### src/rtl/race_distance_tracker.sv
// ---------------------------------------------------------------------------
// race_distance_tracker
//
// Per-frame player speed integrator and race-progress FSM. Accelerate, brake
// and crash events become a saturating speed. Once per video frame that speed
// is added into a 32-bit distance that never wraps. When the finish distance
// is crossed, a one-clk finish_reached pulse is raised. After the finish the
// car coasts to a stop while the distance keeps growing, so the finish line
// keeps scrolling.
//
// Optional feature (macro RACE_BOOST_EN):
//   Adds a boost input. In RACING, boost with accel raises the speed ceiling
//   to MAX_SPEED + MAX_SPEED/2 and doubles the gain. Once boost is released,
//   a speed above MAX_SPEED decays by BRAKE_STEP per frame until it is back
//   at or under MAX_SPEED.
//
// Ports:
//   clk            in   system clock
//   resetN         in   asynchronous active-low reset
//   frame_start    in   one-clk pulse per frame; all updates happen then
//   race_enable    in   1 = race running, 0 = return to IDLE
//   accel          in   accelerate key (level)
//   brake          in   brake key (level), wins over accel
//   crash          in   collision pulse, any length, any cycle
//   boost          in   boost key (only with RACE_BOOST_EN)
//   distance_drove out  accumulated distance (signed 32, never negative)
//   speed          out  current speed, 0..ceiling
//   race_state     out  0 IDLE, 1 RACING, 2 CRASHED, 3 FINISHED
//   finish_reached out  one-clk pulse on entry to FINISHED
// ---------------------------------------------------------------------------
module race_distance_tracker #(
    parameter logic [10:0] MAX_SPEED       = 11'd400,
    parameter logic [10:0] ACCEL_STEP      = 11'd4,
    parameter logic [10:0] BRAKE_STEP      = 11'd8,
    parameter logic [10:0] DRAG_STEP       = 11'd1,
    parameter logic [7:0]  CRASH_FRAMES    = 8'd60,
    parameter logic [31:0] FINISH_DISTANCE = 32'd100000
) (
    input  logic               clk,
    input  logic               resetN,
    input  logic               frame_start,
    input  logic               race_enable,
    input  logic               accel,
    input  logic               brake,
    input  logic               crash,
`ifdef RACE_BOOST_EN
    input  logic               boost,
`endif
    output logic signed [31:0] distance_drove,
    output logic [10:0]        speed,
    output logic [1:0]         race_state,
    output logic               finish_reached
);

    typedef enum logic [1:0] {
        ST_IDLE     = 2'd0,
        ST_RACING   = 2'd1,
        ST_CRASHED  = 2'd2,
        ST_FINISHED = 2'd3
    } state_t;

    localparam logic [31:0] DIST_MAX = 32'h7FFF_FFFF;
`ifdef RACE_BOOST_EN
    localparam logic [10:0] BOOST_MAX = MAX_SPEED + (MAX_SPEED >> 1);
`endif

    state_t      state_r, state_s;
    logic [10:0] speed_r, speed_s;
    logic [31:0] distance_r, distance_s;
    logic [7:0]  count_r, count_s;
    logic        finish_r, finish_s;
    logic        crash_pending_r, crash_pending_s;
    logic        crash_eff_s;
    logic [10:0] ceil_s;
    logic [10:0] gain_s;
    logic [10:0] racing_speed_s;

    // Speed add clamped to the active ceiling.
    function automatic logic [10:0] speed_add(input logic [10:0] cur,
                                              input logic [10:0] step,
                                              input logic [10:0] ceil_v);
        logic [11:0] sum;
        sum = {1'b0, cur} + {1'b0, step};
        if (sum > {1'b0, ceil_v}) begin
            speed_add = ceil_v;
        end else begin
            speed_add = sum[10:0];
        end
    endfunction

    // Speed subtract clamped at zero.
    function automatic logic [10:0] speed_sub(input logic [10:0] cur,
                                              input logic [10:0] step);
        if (cur < step) begin
            speed_sub = 11'd0;
        end else begin
            speed_sub = cur - step;
        end
    endfunction

    // Distance add done in 33 bits so the carry is visible, then clamped to
    // the largest positive int so downstream signed consumers never see a
    // sign flip.
    function automatic logic [31:0] dist_add(input logic [31:0] cur,
                                             input logic [10:0] spd);
        logic [32:0] sum;
        sum = {1'b0, cur} + {22'd0, spd};
        if (sum > {1'b0, DIST_MAX}) begin
            dist_add = DIST_MAX;
        end else begin
            dist_add = sum[31:0];
        end
    endfunction

    // Pedal-driven speed candidate used while RACING.
    always_comb begin
        ceil_s = MAX_SPEED;
        gain_s = ACCEL_STEP;
`ifdef RACE_BOOST_EN
        if (boost && accel) begin
            ceil_s = BOOST_MAX;
            gain_s = ACCEL_STEP << 1;
        end else begin
            ceil_s = MAX_SPEED;
            gain_s = ACCEL_STEP;
        end
`endif
        if (brake) begin
            racing_speed_s = speed_sub(speed_r, BRAKE_STEP);
        end else if (speed_r > ceil_s) begin
            // Left over from a released boost: bleed back under the ceiling.
            racing_speed_s = speed_sub(speed_r, BRAKE_STEP);
        end else if (accel) begin
            racing_speed_s = speed_add(speed_r, gain_s, ceil_s);
        end else begin
            racing_speed_s = speed_sub(speed_r, DRAG_STEP);
        end
    end

    // Next-state logic: FSM, speed, distance, crash counter and crash latch.
    always_comb begin
        state_s         = state_r;
        speed_s         = speed_r;
        distance_s      = distance_r;
        count_s         = count_r;
        finish_s        = 1'b0;
        // A crash on the frame_start cycle itself still counts for this frame.
        crash_eff_s     = crash_pending_r | crash;
        crash_pending_s = crash_pending_r | crash;

        if (frame_start) begin
            crash_pending_s = 1'b0;
            if (!race_enable) begin
                state_s    = ST_IDLE;
                speed_s    = 11'd0;
                distance_s = 32'd0;
                count_s    = 8'd0;
            end else begin
                case (state_r)
                    ST_IDLE: begin
                        state_s    = ST_RACING;
                        speed_s    = 11'd0;
                        distance_s = 32'd0;
                    end
                    ST_RACING: begin
                        distance_s = dist_add(distance_r, speed_r);
                        if (distance_s >= FINISH_DISTANCE) begin
                            state_s  = ST_FINISHED;
                            speed_s  = racing_speed_s;
                            finish_s = 1'b1;
                        end else if (crash_eff_s) begin
                            state_s = ST_CRASHED;
                            speed_s = 11'd0;
                            count_s = CRASH_FRAMES - 8'd1;
                        end else begin
                            speed_s = racing_speed_s;
                        end
                    end
                    ST_CRASHED: begin
                        speed_s = 11'd0;
                        if (count_r == 8'd0) begin
                            state_s = ST_RACING;
                        end else begin
                            count_s = count_r - 8'd1;
                        end
                    end
                    ST_FINISHED: begin
                        distance_s = dist_add(distance_r, speed_r);
                        speed_s    = speed_sub(speed_r, BRAKE_STEP);
                    end
                    default: begin
                        state_s    = ST_IDLE;
                        speed_s    = 11'd0;
                        distance_s = 32'd0;
                        count_s    = 8'd0;
                    end
                endcase
            end
        end else begin
            finish_s = 1'b0;
        end
    end

    // State and output registers.
    always_ff @(posedge clk or negedge resetN) begin
        if (!resetN) begin
            state_r         <= ST_IDLE;
            speed_r         <= 11'd0;
            distance_r      <= 32'd0;
            count_r         <= 8'd0;
            finish_r        <= 1'b0;
            crash_pending_r <= 1'b0;
        end else begin
            state_r         <= state_s;
            speed_r         <= speed_s;
            distance_r      <= distance_s;
            count_r         <= count_s;
            finish_r        <= finish_s;
            crash_pending_r <= crash_pending_s;
        end
    end

    assign distance_drove = distance_r;
    assign speed          = speed_r;
    assign race_state     = state_r;
    assign finish_reached = finish_r;

endmodule

### config.mk
export PLATFORM = sky130hd
export DESIGN_NAME = race_distance_tracker
export DESIGN_NICKNAME = d
export VERILOG_FILES = /design/src/rtl/race_distance_tracker.sv
export SDC_FILE = /design/constraint.sdc
export NUM_CORES = 1
export LEC_CHECK = 0
export CAP_MARGIN = 20
export CORE_MARGIN = 3
export CORE_UTILIZATION = 40
export DETAILED_ROUTE_END_ITERATION = 12
export SYNTH_ARGS = -nofsm -noshare
export SYNTH_HDL_FRONTEND = slang
export SYNTH_SLANG_ARGS = --single-unit
### constraint.sdc
create_clock -name clk -period 7.9 [get_ports clk]
set_input_delay 0.79 -clock clk [delete_from_list [all_inputs] [get_ports clk]]
set_output_delay 0.79 -clock clk [all_outputs]
set_load 0.02 [all_outputs]
==> flow_results.xml <==
<?xml version="1.0" encoding="UTF-8"?>
<metrics>
  <group name="worst_setup_path">
    <metric name="worstSetupPathType" unit="">flop to flop</metric>
    <metric name="r2r_end" unit="">count_r[0]$_DFFE_PN0P_</metric>
    <metric name="crit_path_arrival_time" unit="ps">4570</metric>
    <metric name="length_in_cells_of_the_worst_reg_to_reg_path" unit="">13</metric>
    <metric name="setup.reg_to_reg.worst_slack" unit="ps">3570</metric>
    <metric name="start_kind" unit="">flop</metric>
    <metric name="endpoint_kind" unit="">flop</metric>
    <metric name="regToRegStartpoint" unit="">speed[0]$_DFFE_PN0P_</metric>
    <metric name="crit_path_max_fanout" unit="">11</metric>
    <metric name="crit_required" unit="ps">8130</metric>
  </group>
  <group name="global_routing">
    <metric name="via_count_of_the_first_global_routing_pass" unit="">4585</metric>
    <metric name="final_global_route_overflow_total" unit="">0</metric>
    <metric name="grt_pass1_wl" unit="mm">24.2</metric>
    <metric name="global_route.usage.met3" unit="%">3.17</metric>
    <metric name="grt_start_max_net_pins" unit="">56</metric>
    <metric name="grt_util_all_layers" unit="%">22.8</metric>
    <metric name="grt.met2_usage" unit="%">36.0</metric>
    <metric name="grt.busiest_layer" unit="">met2</metric>
    <metric name="grt_antenna_before_repair" unit="">0</metric>
    <metric name="met1_usage" unit="%">32.0</metric>
  </group>
  <group name="floorplan">
    <metric name="chipHeight" unit="um">115</metric>
    <metric name="ios" unit="">53</metric>
    <metric name="die_area" unit="um2">13200</metric>
    <metric name="std_cell_rows" unit="">39</metric>
    <metric name="initial_core_util" unit="%">41.2</metric>
    <metric name="die_w" unit="um">115</metric>
    <metric name="core_region_area" unit="um2">11500</metric>
  </group>
  <group name="timing">
    <metric name="final-hold-violation-count" unit="">0</metric>
    <metric name="max_freq" unit="MHz">231</metric>
    <metric name="final-setup-viol-count" unit="">0</metric>
    <metric name="grt_setup_unrepaired" unit="">false</metric>
    <metric name="clock_skew" unit="ps">3.52</metric>
    <metric name="post_route_setup_tns" unit="ps">0</metric>
    <metric name="timing.final.crit_share" unit="%">54.8</metric>
    <metric name="report.final.slew_viol_count" unit="">0</metric>
    <metric name="worstMarginPinSlew" unit="ps">1060</metric>
    <metric name="headroom_to_the_max_slew_limit" unit="%">29.2</metric>
    <metric name="timing.final.crit_period" unit="ps">4330</metric>
  </group>
  <group name="placed_design">
    <metric name="globalplace.congestion" unit="">0.970</metric>
    <metric name="dpl_cell_area" unit="um2">5270</metric>
    <metric name="port_buffers" unit="">52</metric>
    <metric name="detailedPlacementHpwl" unit="mm">10.5</metric>
  </group>
  <group name="drt">
    <metric name="firstDrtPassIters" unit="">4</metric>
    <metric name="wire_length_per_cell" unit="um">18.9</metric>
    <metric name="final_antenna_net_count" unit="">0</metric>
    <metric name="route.vias.total" unit="">4750</metric>
    <metric name="route.detailed.drc" unit="">0</metric>
    <metric name="viasPerCell" unit="">6.14</metric>
    <metric name="drtIter0Drc" unit="">232</metric>
    <metric name="routed_wl" unit="mm">14.6</metric>
  </group>
  <group name="clock_tree">
    <metric name="tritoncts_clock_tree" unit="">done</metric>
    <metric name="cts.repair_timing.setup_buffer_count" unit="">0</metric>
    <metric name="h-tree-depth" unit="">2</metric>
    <metric name="clk_pin_slew" unit="ps">70</metric>
    <metric name="cts_inserted_buffers" unit="">5</metric>
    <metric name="cts_hold_repair.buffers" unit="">0</metric>
    <metric name="insertion_delay" unit="ps">300</metric>
    <metric name="clkSinkCount" unit="">55</metric>
    <metric name="max-clock-path-buffers" unit="">2</metric>
    <metric name="cts_root_buf" unit="">clkbuf_16</metric>
    <metric name="post_cts_resize_count" unit="">0</metric>
  </group>
  <group name="power_and_ir_drop">
    <metric name="switchingPower" unit="W">0.000454</metric>
    <metric name="switching_share" unit="%">41.1</metric>
    <metric name="power_frac_clock" unit="%">24.4</metric>
    <metric name="worst_ir_drop_vdd" unit="uV">187</metric>
    <metric name="seqPwrFrac" unit="%">33.9</metric>
    <metric name="combinationalPowerShare" unit="%">41.7</metric>
    <metric name="power_density" unit="nW/um2">202</metric>
    <metric name="p_leak" unit="nW">2.25</metric>
    <metric name="p_int" unit="W">0.000649</metric>
  </group>
  <group name="run_status">
    <metric name="run_status" unit="">completed</metric>
  </group>
  <group name="hold_path">
    <metric name="hold_path_class" unit="">flop to flop</metric>
    <metric name="timing.hold.worst_path_depth" unit="">1</metric>
    <metric name="hold_path.startpoint" unit="">count_r[7]$_DFFE_PN0P_</metric>
    <metric name="capture_endpoint_of_the_worst_hold_path" unit="">count_r[7]$_DFFE_PN0P_</metric>
  </group>
  <group name="synth">
    <metric name="most_common_cell_in_the_synthesized_netlist" unit="">nand2_1</metric>
    <metric name="synth_flop_cell" unit="">dfrtp_1</metric>
    <metric name="ys_seq_elements" unit="">55</metric>
    <metric name="synth.area.top_cells" unit="">dfrtp_1 (29%), nand2_1 (6.9%), o21ai_0 (6.9%)</metric>
    <metric name="yosys.area.top_type" unit="">dfrtp_1</metric>
    <metric name="synth.net_count" unit="">628</metric>
    <metric name="yosys-top-cells-count" unit="">nand2_1 (87), o21ai_0 (65), dfrtp_1 (55), a21oi_1 (41), nor2_1 (28)</metric>
    <metric name="yosysUniqueCellTypes" unit="">80</metric>
    <metric name="syn_avg_cell_area" unit="um2">7.86</metric>
    <metric name="asyncSetResetFlopFracSynth" unit="%">100</metric>
    <metric name="synth_sequential_area_ratio" unit="%">29.1</metric>
    <metric name="warnings_synthesis" unit="">0</metric>
    <metric name="synth_top_area_share" unit="%">29.1</metric>
    <metric name="synth_enable_flop_cells" unit="">0</metric>
    <metric name="post_synth_instance_area" unit="um2">4730</metric>
    <metric name="synth_cells" unit="">601</metric>
  </group>
  <group name="final_layout">
    <metric name="postLayoutCoreUtil" unit="%">47.5</metric>
    <metric name="final_nets" unit="">656</metric>
    <metric name="finalInstanceArea" unit="um2">5450</metric>
    <metric name="final_layout_size_suffix_gt1_share" unit="%">6.19</metric>
    <metric name="areaGrowthSynthToFinish" unit="%">15.3</metric>
    <metric name="n_antenna_cell" unit="">0</metric>
  </group>
  <group name="run">
    <metric name="drv_cap" unit="">0</metric>
  </group>
</metrics>
final cells by class:
class                      count  area (um2)
tap                          143         179
sequential                    55        1380
multi-input combinational    487        3090
clock inverter                 2        35.0
clock buffer                   6         139
timing repair buffer          56         546
inverter                      24        90.1
fill                        1137        6020
power by group through the flow:
stage               logic [W]  registers (W)  clock network (W)
floorplan            0.000333       0.000364                  0
global placement     0.000454       0.000375                  0
detailed placement   0.000456       0.000377                  0
CTS                  0.000459       0.000372           0.000275
global route         0.000515       0.000381           0.000285
finish               0.000460       0.000374           0.000269
per-stage QoR:
step	power [W]	instances	worst slack, ps	hold slack, ps
floorplan	0.000697	601	4430	450
global placement	0.000829	764	3730	473
detailed placement	0.000834	764	3610	480
CTS	0.00111	772	3570	490
global route	0.00118	773	3150	528
finish	0.00110	773	3570	485
worst max path at each step:
| stage | startpoint | endpoint | slack, ps |
|---|---|---|---|
| 2_1_floorplan | speed[0]$_DFFE_PN0P_ | count_r[3]$_DFFE_PN0P_ | 4430 |
| 3_5_place_dp | speed[0]$_DFFE_PN0P_ | count_r[0]$_DFFE_PN0P_ | 3610 |
| 6_report | speed[0]$_DFFE_PN0P_ | count_r[0]$_DFFE_PN0P_ | 3570 |
| 4_1_cts | speed[0]$_DFFE_PN0P_ | count_r[0]$_DFFE_PN0P_ | 3570 |
| 3_3_place_gp | speed[0]$_DFFE_PN0P_ | count_r[0]$_DFFE_PN0P_ | 3730 |
| 5_1_grt | speed[0]$_DFFE_PN0P_ | count_r[0]$_DFFE_PN0P_ | 3150 |
state kept, by name, summed over array words and instances, names as in the netlist:
name and cells:
race_state 2, distance_drove 32, crash_pending_r 1, finish_reached 1, count_r 8, speed 11
placed cells by master, fill, tap and decap left out, types with 6 or more instances in the layout:
master	n
xnor2_1	14
o221ai_1	6
a21oi_1	41
a22o_1	6
nand3_1	25
nor2b_1	6
o21ai_0	65
inv_1	24
nand2_1	87
dfrtp_1	55
a211oi_1	9
a21o_1	12
clkdlybuf4s50_1	51
and2_1	7
nand4_1	8
and3_1	7
ha_1	19
nor2_1	28
nor3_1	22
nand2b_1	8
a31oi_1	14
layer usage:
metal	vias to the layer above	wire length, um
met3	21	664
met2	134	6910
met1	2307	6750
li1	2288	-
met4	0	289
met5	-	0
critical path, stage by stage, from the launching register on:
cell	delay [ps]
dfrtp_1	460
ha_1	250
inv_1	70
fa_1	400
nand2b_1	190
a21oi_1	300
o211ai_2	190
o21ai_1	490
mux2i_1	260
a31oi_1	110
o21ai_0	430
o2111ai_2	410
a21oi_2	480
mux2i_1	220
logic make-up after synthesis:
kind of cell | Yosys count | synth area share, %
buf+inv | 59 | 5.59
simple gates | 230 | 25.4
flops | 55 | 29.1
compound gates | 215 | 30.3
mux | 4 | 0.847
fa+ha+maj | 20 | 5.45
xor+xnor | 18 | 3.34
Note: power is estimated with default switching activity, not from simulation.
